<file path="src/rtl/jt89_ctrl.sv">
// jt89_ctrl: SN76489 CPU register decode, busy/ready handshake
// and channel clock prescaler for the JT89 PSG.
module jt89_ctrl #(
  parameter int DIV      = 16,
  parameter int BUSY_LEN = 32
) (
  input  logic       clk,
  input  logic       rst,
  input  logic       cen,
  input  logic       cs_n,
  input  logic       wr_n,
  input  logic [7:0] din,
  output logic       ready,
  output logic       clken,
  output logic [9:0] tone0,
  output logic [9:0] tone1,
  output logic [9:0] tone2,
  output logic [3:0] vol0,
  output logic [3:0] vol1,
  output logic [3:0] vol2,
  output logic [3:0] vol3,
  output logic [2:0] ctrl3,
  output logic       noise_clr
);

  localparam int PW = $clog2(DIV);
  localparam logic [PW-1:0] PMAX = PW'(DIV - 1);
  localparam logic [PW-1:0] PONE = PW'(1);
  localparam logic [7:0]    BLEN = 8'(BUSY_LEN);

  logic [9:0]    tone_q [3];
  logic [9:0]    tone_d [3];
  logic [3:0]    vol_q  [4];
  logic [3:0]    vol_d  [4];
  logic [2:0]    ctrl3_q, ctrl3_d;
  logic [2:0]    addr_q, addr_d;
  logic          clr_q, clr_d;
  logic          act_q, act_d;
  logic [7:0]    busy_q, busy_d;
  logic          rdy_q, rdy_d;
  logic [PW-1:0] pre_q, pre_d;

  logic          wr;
  logic [2:0]    tgt;

  // Edge detect: a held strobe yields one write
  assign act_d = ~cs_n & ~wr_n;
  assign wr    = act_d & ~act_q;
  assign tgt   = din[7] ? din[6:4] : addr_q;

  always_comb begin
    tone_d  = tone_q;
    vol_d   = vol_q;
    ctrl3_d = ctrl3_q;
    addr_d  = addr_q;
    clr_d   = 1'b0;
    if (wr) begin
      if (din[7]) addr_d = din[6:4];
      if (tgt[0]) begin
        vol_d[tgt[2:1]] = din[3:0];
      end else begin
        unique case (tgt[2:1])
          2'd3: begin
            ctrl3_d = din[2:0];
            clr_d   = 1'b1;
          end
          default: begin
            if (din[7]) tone_d[tgt[2:1]][3:0] = din[3:0];
            else        tone_d[tgt[2:1]][9:4] = din[5:0];
          end
        endcase
      end
    end
  end

  always_comb begin
    busy_d = busy_q;
    rdy_d  = (busy_q == 8'd0);
    if (wr) begin
      busy_d = BLEN;
      rdy_d  = 1'b0;
    end else if (cen && busy_q != 8'd0) begin
      busy_d = busy_q - 8'd1;
    end
  end

  always_comb begin
    pre_d = pre_q;
    if (cen) pre_d = (pre_q == PMAX) ? '0 : pre_q + PONE;
  end

  always_ff @(posedge clk or posedge rst) begin
    if (rst) begin
      tone_q  <= '{default: '0};
      vol_q   <= '{default: 4'hF};
      ctrl3_q <= '0;
      addr_q  <= '0;
      clr_q   <= 1'b0;
      act_q   <= 1'b0;
      busy_q  <= '0;
      rdy_q   <= 1'b1;
      pre_q   <= '0;
    end else begin
      tone_q  <= tone_d;
      vol_q   <= vol_d;
      ctrl3_q <= ctrl3_d;
      addr_q  <= addr_d;
      clr_q   <= clr_d;
      act_q   <= act_d;
      busy_q  <= busy_d;
      rdy_q   <= rdy_d;
      pre_q   <= pre_d;
    end
  end

  assign ready     = rdy_q;
  assign clken     = cen & (pre_q == PMAX);
  assign tone0     = tone_q[0];
  assign tone1     = tone_q[1];
  assign tone2     = tone_q[2];
  assign vol0      = vol_q[0];
  assign vol1      = vol_q[1];
  assign vol2      = vol_q[2];
  assign vol3      = vol_q[3];
  assign ctrl3     = ctrl3_q;
  assign noise_clr = clr_q;

endmodule

</file>
<file path="config.mk">
export PLATFORM = sky130hd
export DESIGN_NAME = jt89_ctrl
export DESIGN_NICKNAME = d
export VERILOG_FILES = /design/src/rtl/jt89_ctrl.sv
export SDC_FILE = /design/constraint.sdc
export NUM_CORES = 1
export LEC_CHECK = 0
export CAP_MARGIN = 20
export CORE_ASPECT_RATIO = 1.75
export CORE_MARGIN = 5
export CORE_UTILIZATION = 45
export CTS_CLUSTER_SIZE = 24
export DETAILED_ROUTE_END_ITERATION = 8
export PLACE_DENSITY = 0.73
export SLEW_MARGIN = 10
export SYNTH_ARGS = -nofsm -noshare
export SYNTH_HDL_FRONTEND = slang
export SYNTH_SLANG_ARGS = --single-unit
</file>
<file path="constraint.sdc">
create_clock -name clk -period 4.6 [get_ports clk]
set_clock_uncertainty 0.2 [all_clocks]
set_input_delay 0.92 -clock clk [delete_from_list [all_inputs] [get_ports clk]]
set_output_delay 0.92 -clock clk [all_outputs]
set_load 0.01 [all_outputs]
</file>
==> summary.md <==
| Metric | Value |
|---|---|
| CTS sink cnt | `67` |
| Dpl ws | `1060 ps` |
| Routed len/inst | `17.0 microns` |
| Fin worst setup slack | `1070 ps` |
| Synth Area per Inst | `~14 sq um` |
| Max-slew headroom | `48.7%` |
| Smallest hold slack | `297 ps` |
| Final non-filler cell total | `361` |
| Fill cells | `516` |
| Layout cell share with drive strength beyond 1 | `33.5%` |
| Antenna violations before repair | `0` |
| Cell Rows | `38` |
| Clk pin slew, worst setup/hold paths | `~70 ps` |
| Max-slew violation count | `0` |
| CP Data Required Time | `between 3000 and 4000 ps` |
| Final GP Congestion | `0.707` |
| FFs w/ async S/R, synth | `100%` |
| Highest fanout seen on the critical path | `10` |
| Worst-Skew Late Latency | `330 ps` |
| Leakage | `1.60 nW` |
| TritonCTS clock tree | `done` |
| RSZ-0062 raised after global routing | `false` |
| Vias/cell | `~5.2` |
| Distinct cell type count after synthesis | `38` |
| Fmax | `283 MHz` |
| Initial DRC count | `76` |
| Largest cells by area after synthesis | `dfrtp_1 43%, mux2_2 21%, dfstp_2 15%` |
| Area grow syn2layout | `31.7%` |
| Min-Delay Path Class | `reg -> reg` |
| Crit path from | `cen` |
| Die height | `116 microns` |
| Main synth FF type | `dfrtp_1` |
| Footprint of the multi-input gates | `around 1100 sq um` |
| Register area share after synthesis | `58.3%` |
| GRT Total Usage | `16.7%` |
| Core footprint | `~6300 sq um` |
| Setup TNS Final | `0 ps` |
| CP Capture Type | `primary output` |
| PwrDens | `566 nW/um^2` |
| M2 GR Usage | `~29%` |
| DRT Pass-1 Iters | `4` |
| DP Cell Count | `roughly 350` |
| Arrival time at the worst endpoint | `2410 ps` |
| DRC | `0` |
| Number of synthesized flops with an enable pin | `0` |
| Vias in the first global route | `~2000` |
| Reg-to-Reg Start | `act_q` |
| Reg-to-reg setup timing slack | `2390 ps` |
| Hold buffers post-CTS | `0` |
| Largest net degree at the start of global routing | `38` |
| Final hold vios | `0` |
| Final setup viols | `0` |
| Antenna Diode Count | `0` |
| GR Util met1 | `19.9%` |
| # port buffers | `64` |
| Slowest cell on the critical path | `clkdlybuf4s50_1` |
| Dpl hpwl | `between 4000 and 5000 microns` |
| CTS Buf Count | `9` |
| Routed via count | `between 1500 and 2000` |
| Sequential Area | `between 1500 and 2000 sq um` |
| Max Root-Sink Buffers | `2` |
| Die X | `70.8 microns` |
| Post-synthesis net count | `about 230` |
| Cell mode on critical path | `clkdlybuf4s50_1` |
| Starting Density | `46.4%` |
| Total setup buffers inserted after CTS | `0` |
| Max VDD drop | `0.286 mV` |
| Final ANT Viol Nets | `0` |
| Min Tclk post-route | `3530 ps` |
| CP peak stage delay | `670 ps` |
| Period utilisation layout | `76.8%` |
| CP Class | `in -> out` |
| Die area | `about 8200 sq um` |
| Tightest Pin Transition | `approximately 770 ps` |
| Boundary pin count | `65` |
| Mapped cell area | `2910 sq um` |
| Top Usage Layer GRT | `met2` |
| Commonest cells in the netlist | `53 x mux2_2, 50 x dfrtp_1, 17 x dfstp_2` |
| Yosys warns | `0` |
| Grt ovf | `0` |
| Clock Tree Root | `clkbuf_8` |
| Synth area leader | `dfrtp_1` |
| Status | `finished, final reports clean` |
| Routed WL | `6140 microns` |
| Post-synth top area share | `about 43%` |
| Final nets | `291` |
| Top-count cell post-synth | `mux2_2` |
| CP Cell Sequence | `clkdlybuf4s50_1 -> nand2_1 -> nor2_1 -> clkdlybuf4s50_1` |
| MaxCap Viol Count | `0` |
| CTS resizes | `0` |
| Nature of the critical path startpoint | `input port` |
| Crit path max-delay family | `buffers and inverters` |
| FF+latch count, synth | `67` |
| First-pass GRT wire length | `10500 microns` |
| M3 GR Usage | `2.93%` |
| Crit path buf inv count | `2` |
| Hold Crit Start | `pre_q[2]` |
| H-tree depth | `3` |
| Post-Synthesis Cells | `211` |
## worst register-to-register path, stage by stage (launching register included)
cell and delay [ps]:
dfrtp_1 380, or3_1 640, nor4_4 540, mux2_2 380
## metal layers
metal	wire (microns)	vias to the layer above
met4	146	0
li1	-	888
met5	0	-
met3	160	10
met2	3390	35
met1	2450	939
## placed cells by master, fill, tap and decap left out, types with 2 or more instances in the layout
cell type	instances
or4_1	3
o211ai_1	3
nand4b_1	2
nand2_1	11
mux2i_1	3
nor2_1	7
clkdlybuf4s50_1	64
o21ai_0	6
nor3_1	2
or3_1	2
nor4_4	3
xnor2_1	2
nand2b_1	2
a211oi_2	2
buf_4	2
a21oi_1	4
dfrtp_1	50
ha_1	2
o31ai_1	2
nand4_1	2
inv_1	3
dfstp_2	17
nand3_1	3
clkbuf_1	2
nand3b_1	2
mux2_2	53
clkbuf_8	13
## metrics by stage
stage,util [%],instance area [sq um],power (mW)
final,61.1,3830,2.17
after floorplan,-,2910,1.30
after CTS,61.1,3830,2.20
after global placement,57.6,3620,1.66
after global routing,61.1,3830,2.31
after detailed placement,57.6,3620,1.68
## sequential cells by signal, summed over array words and instances, names as in the netlist
name	cells
act_q	1
addr_q	3
busy_q	8
ctrl3	3
noise_clr	1
pre_q	4
ready	1
tone0	10
tone1	10
tone2	10
vol0	4
vol1	4
vol2	4
vol3	4
## logic make-up (layout without fill, tap and decap cells)
group                      Yosys count  in the layout  share of synthesized area, %
muxes                               58             58                          22.4
adders and majority gates            2              2                         0.860
DFF                                 67             67                          58.3
and+or+nand+nor                     44             44                          10.1
xor gates and xnor gates             2              2                         0.602
AOI/OAI and AO/OA                   22             22                          5.42
buffers and inverters               16             86                          2.24
## where the power goes
group | total [mW] | switching [mW] | internal (mW)
combinational | 0.711 | 0.287 | 0.424
clock | 0.515 | 0.205 | 0.310
sequential | 0.944 | 0.126 | 0.819
total | 2.17 | 0.617 | 1.55
## final timing paths
path | to | cells after the start
max in group asynchronous | vol0[1] | 3
worst min register to register | pre_q[2] | 1
worst min-delay path | pre_q[2] | 1
min in group asynchronous | tone2[6] | 2
worst max-delay path | clken | 4
worst max register to register | vol1[1] | 3
## layout make-up
cell class / instances / share of cell area, %
Sequential cell: 67 / 44.3
Multi-Input combinational cell: 128 / 29.9
Timing Repair Buffer: 66 / 17.1
Clock buffer: 15 / 4.86
Tap cell: 80 / 2.61
Clock inverter: 1 / 0.784
Inverter: 4 / 0.392
No activity file was read; power rests on OpenSTA's default activity.
